[src/rtl/rr_mux_arbiter_pkg.sv]
// Shared types and constants for the four-way round-robin mux arbiter.
// The FSM state encoding and the requester count live here for the top level and the picker.
package rr_mux_arbiter_pkg;

    localparam int N_REQ = 4;

    typedef enum logic [1:0] {
        IDLE  = 2'd0,
        GRANT = 2'd1,
        TURN  = 2'd2
    } state_t;

    function automatic logic [N_REQ-1:0] onehot4(input logic [1:0] idx);
        logic [N_REQ-1:0] v;
        v      = '0;
        v[idx] = 1'b1;
        return v;
    endfunction

endpackage

[src/rtl/rr_pick4.sv]
// Combinational rotating-priority picker: returns the first asserted request at or after i_ptr.
// The scan wraps from 3 back to 0.
module rr_pick4
    import rr_mux_arbiter_pkg::*;
(
    input  logic [N_REQ-1:0] i_req,
    input  logic [1:0]       i_ptr,
    output logic [1:0]       o_winner,
    output logic             o_any
);

    logic [N_REQ-1:0] w_rot;
    logic [1:0]       w_off;

    // Rotate the request vector so that bit k is requester (ptr + k) mod 4.
    assign w_rot = 4'({i_req, i_req} >> i_ptr);

    // NOTE: a default assignment at the top of always_comb keeps this block free of inferred latches.
    always_comb begin
        w_off = 2'd0;
        for (int k = N_REQ - 1; k >= 0; k--) begin
            if (w_rot[k]) begin
                w_off = 2'(k);
            end
        end
    end

    assign o_winner = i_ptr + w_off;
    assign o_any    = |i_req;

endmodule

[src/rtl/rr_mux_arbiter.sv]
// Round-robin arbiter that owns the select lines of a shared 4:1 mux.
// Each ownership is followed by one turnaround cycle. MAX_HOLD > 0 bounds how long one owner can hold the mux.
module rr_mux_arbiter
    import rr_mux_arbiter_pkg::*;
#(
    parameter int MAX_HOLD = 16,
    parameter int HOLD_W   = 8
) (
    input  logic             CLK,
    input  logic             RST,
    input  logic [N_REQ-1:0] REQ,
    input  logic             DONE,
    output logic [N_REQ-1:0] GNT,
    output logic [1:0]       SEL,
    output logic             VALID
);

    localparam logic [HOLD_W-1:0] CNT_SAT   = '1;
    localparam logic [HOLD_W-1:0] HOLD_LAST = HOLD_W'(MAX_HOLD - 1);

    state_t            r_state;
    logic [1:0]        r_ptr;
    logic [HOLD_W-1:0] r_cnt;
    logic [N_REQ-1:0]  r_gnt;
    logic [1:0]        r_sel;
    logic              r_valid;

    logic [1:0]        w_winner;
    logic              w_any;
    logic              w_release;

    rr_pick4 u_pick (
        .i_req    (REQ),
        .i_ptr    (r_ptr),
        .o_winner (w_winner),
        .o_any    (w_any)
    );

    // r_sel always holds the current owner while in GRANT.
    assign w_release = DONE
                    || !REQ[r_sel]
                    || ((MAX_HOLD != 0) && (r_cnt == HOLD_LAST));

    // NOTE: every register here uses non-blocking assignment so all state updates see pre-edge values.
    always_ff @(posedge CLK) begin
        if (RST) begin
            r_state <= IDLE;
            r_ptr   <= 2'd0;
            r_cnt   <= '0;
            r_gnt   <= '0;
            r_sel   <= 2'd0;
            r_valid <= 1'b0;
        end else begin
            case (r_state)
                IDLE, TURN: begin
                    if (w_any) begin
                        r_state <= GRANT;
                        r_gnt   <= onehot4(w_winner);
                        r_sel   <= w_winner;
                        r_valid <= 1'b1;
                        r_cnt   <= '0;
                    end else begin
                        r_state <= IDLE;
                        r_gnt   <= '0;
                        r_valid <= 1'b0;
                    end
                end
                GRANT: begin
                    if (r_cnt != CNT_SAT) begin
                        r_cnt <= r_cnt + HOLD_W'(1);
                    end
                    // SEL keeps the departing owner through the turnaround cycle.
                    if (w_release) begin
                        r_state <= TURN;
                        r_gnt   <= '0;
                        r_valid <= 1'b0;
                        r_ptr   <= r_sel + 2'd1;
                    end
                end
                default: begin
                    r_state <= IDLE;
                    r_gnt   <= '0;
                    r_valid <= 1'b0;
                end
            endcase
        end
    end

    assign GNT   = r_gnt;
    assign SEL   = r_sel;
    assign VALID = r_valid;

endmodule

[config.mk]
export PLATFORM = sky130hd
export DESIGN_NAME = rr_mux_arbiter
export DESIGN_NICKNAME = d
export VERILOG_FILES = /design/src/rtl/rr_mux_arbiter_pkg.sv /design/src/rtl/rr_pick4.sv /design/src/rtl/rr_mux_arbiter.sv
export SDC_FILE = /design/constraint.sdc
export NUM_CORES = 1
export LEC_CHECK = 0
export BUFFER_PORTS_ARGS = -buffer_cell sky130_fd_sc_hd__buf_4
export CAP_MARGIN = 40
export CORE_AREA = 2 2 49 51
export CTS_CLUSTER_DIAMETER = 60
export CTS_CLUSTER_SIZE = 20
export DETAILED_ROUTE_END_ITERATION = 10
export DIE_AREA = 0 0 51 53
export PLACE_DENSITY = 0.81
export SYNTH_ARGS = -nofsm -noshare
export SYNTH_HDL_FRONTEND = slang
export SYNTH_HIERARCHICAL = 1
export SYNTH_SLANG_ARGS = --single-unit
export TNS_END_PERCENT = 1
[constraint.sdc]
create_clock -name CLK -period 2.3 [get_ports CLK]
set_input_delay 0.115 -clock CLK [delete_from_list [all_inputs] [get_ports CLK]]
set_output_delay 0.115 -clock CLK [all_outputs]
set_load 0.01 [all_outputs]
==> flow_summary.yaml <==
sta:
  fin_ws_ns: 0.238
  slew_viol_final: 0
  rsz0062_at_grt: "no"
  hold_viol: 0
  setup_tns_ns: 0
  clock.fmax_mhz: 485
  min_period_over_period_pct: 89.7
  maxSlewHeadroom_pct: 70.2
  hold_ws_ns: 0.112
  setup_viol: 0
  fin_crit_ns: 2.06
  clock_skew_ns: 0.00294
  worst_pin_slew_ns: 0.447
pwr:
  p_leak_nw: 0.462
  vdd_drop_max_uv: 470
  powerDensity_nw_per_um2: 596
synth:
  async_flop_share_pct: 0
  avgSynthCellArea_sq_um: 8.36
  netlist_instances: 137
  syn_area_sq_um: 1140
  ys_seq_area_share_pct: 33.2
  synth_ff_type: "dfxtp_1"
  synth_edf_count: 0
  yosysWarnings: 6
  synth-seq-cells: 19
  synth_cell_type_count: 45
  mappedNetlistNets: 146
setup_path:
  cp_max_fo: 11
  critPathLaunchType: "flop"
  worstPathArrival_ns: 2.27
  required_ns: 2.51
  critPathCaptureType: "flop"
  path_class: "reg2reg"
min_path:
  hp-class: "in2reg"
clock_network:
  clk_pin_slew_ns: 0.12
  cts_setup_buffers: 0
  clockRootBuffer: "clkbuf_4"
  cts.sinks: 19
  hold_buffers: 0
  cts_made_buffers: 3
  cts_tree: "built"
  clock_latency_ns: 0.30
  ctsResizeCount: 0
  cts_htree_levels: 1
  clk_path_buf_depth: 2
floorplanning:
  fp.coreArea_sq_um: 2150
  die_x_microns: 51
  fp.dieArea_sq_um: 2700
  die_h_microns: 53
  initial_core_util_pct: 53.3
  ios: 14
  std_cell_rows: 17
placed_design:
  portBuffers: 13
  hpwl_microns: 1830
  place_congestion: 0.796
  pre_cts_slack_ns: 0.316
  placed_cells: 172
  placed_cell_area_sq_um: 1240
run_status:
  status: "complete, no violations"
flow_run:
  drv_cap: 0
routing:
  drtIter0Drc: 34
  routed-via-count: 1072
  drt-total-wl_microns: 2540
  wl_per_cell_microns: 14.4
  final_antenna_net_count: 0
  via_per_inst: 6.09
  drc: 0
  first_pass_iters: 4
global_routing:
  grt-ovfl-total: 0
  grt_pass1_vias: 1023
  grt_max_degree: 19
  grt_pass1_wl_microns: 4440
  grtUsageTotal_pct: 22.1
  antenna_found_initial: 0
final_layout:
  area_delta_synth_final_pct: 10.6
  drive_gt1_share_pct: 15.5
  n_antenna_cell: 0
  nFillCells: 209
  final_cells: 176
  final_cell_mix: "dfxtp_1, a21oi_1, buf_4, nand2_1, nor2_1"
  layout_commonest_cell: "dfxtp_1"
  fin_area_sq_um: 1270
  nets: 158
through the flow:
| stage | power (mW) | utilization (%) |
|---|---|---|
| finish | 0.755 | 58.9 |
| global route | 0.789 | 58.9 |
| CTS | 0.751 | 58.9 |
| detailed placement | 0.581 | 57.7 |
| global placement | 0.573 | 57.7 |
| floorplan | 0.525 | - |
kinds of logic after synthesis:
| group | after synthesis | synth area share [%] |
|---|---|---|
| adders and majority gates | 2 | 2.19 |
| buffers and inverters | 11 | 4.92 |
| and+or+nand+nor | 54 | 27.2 |
| DFF | 19 | 33.2 |
| muxes | 6 | 5.36 |
| AOI/OAI and AO/OA | 42 | 24.8 |
| xor gates and xnor gates | 3 | 2.30 |
state kept, by name, summed over array words and instances (netlist names):
name	count
r_ptr	2
r_cnt	8
VALID	1
GNT	4
r_state	2
SEL	2
power by group:
group          internal (mW)  switching, mW  leakage [nW]
Sequential             0.353         0.0323         0.155
Clock                 0.0676          0.111        0.0150
Combinational         0.0872          0.103         0.292
Total                  0.508          0.247         0.462
routing by layer:
metal  part of all wire [%]  wire length, microns  GRT usage [%]
met1                     46                  1180           27.1
met5                      0                     0              0
met3                    4.8                   123           4.24
met4                    1.4                    36           8.11
met2                     47                  1200           38.3
layout make-up:
type,instances,area (sq um),area share [%]
clock buffers,4,26.3,2.08
inverters,5,18.8,1.48
multi-input cells,107,708,55.9
flip-flops and latches,19,380,30.0
well taps,28,35.0,2.77
repair buffers,13,97.6,7.71
critical path, cell delays in order, from the launching register on:
cell and delay (ns):
dfxtp_1 0.54, nor3b_1 0.09, o21ai_0 0.18, o211ai_1 0.13, ha_1 0.21, xor2_1 0.15, xnor2_1 0.31, inv_1 0.10
a32o_1 0.25
synth_stat cells (3+ instances only):
master | n | area, sq um
nand3_1 | 6 | 30.0
mux2i_1 | 5 | 50.1
or3_1 | 3 | 18.8
a21oi_1 | 15 | 75.1
a21o_1 | 3 | 22.5
o21ai_0 | 5 | 25.0
buf_2 | 3 | 15.0
nand2_1 | 12 | 45.0
nor2_1 | 7 | 26.3
dfxtp_1 | 19 | 380
nand2b_1 | 6 | 37.5
inv_1 | 5 | 18.8
nor3_1 | 6 | 30.0
worst paths after layout:
path	endpoint	start	slack, ns	depth (start not counted)
max	GNT[1]$_SDFFE_PP0P_	r_ptr[0]$_SDFFE_PP0P_	0.24	8
min	SEL[0]$_SDFFE_PP0P_	RST	0.11	2
max reg2reg	GNT[1]$_SDFFE_PP0P_	r_ptr[0]$_SDFFE_PP0P_	0.24	8
min reg2reg	VALID$_SDFFE_PP0P_	VALID$_SDFFE_PP0P_	0.48	1
Note: power is estimated with default switching activity, not from simulation.
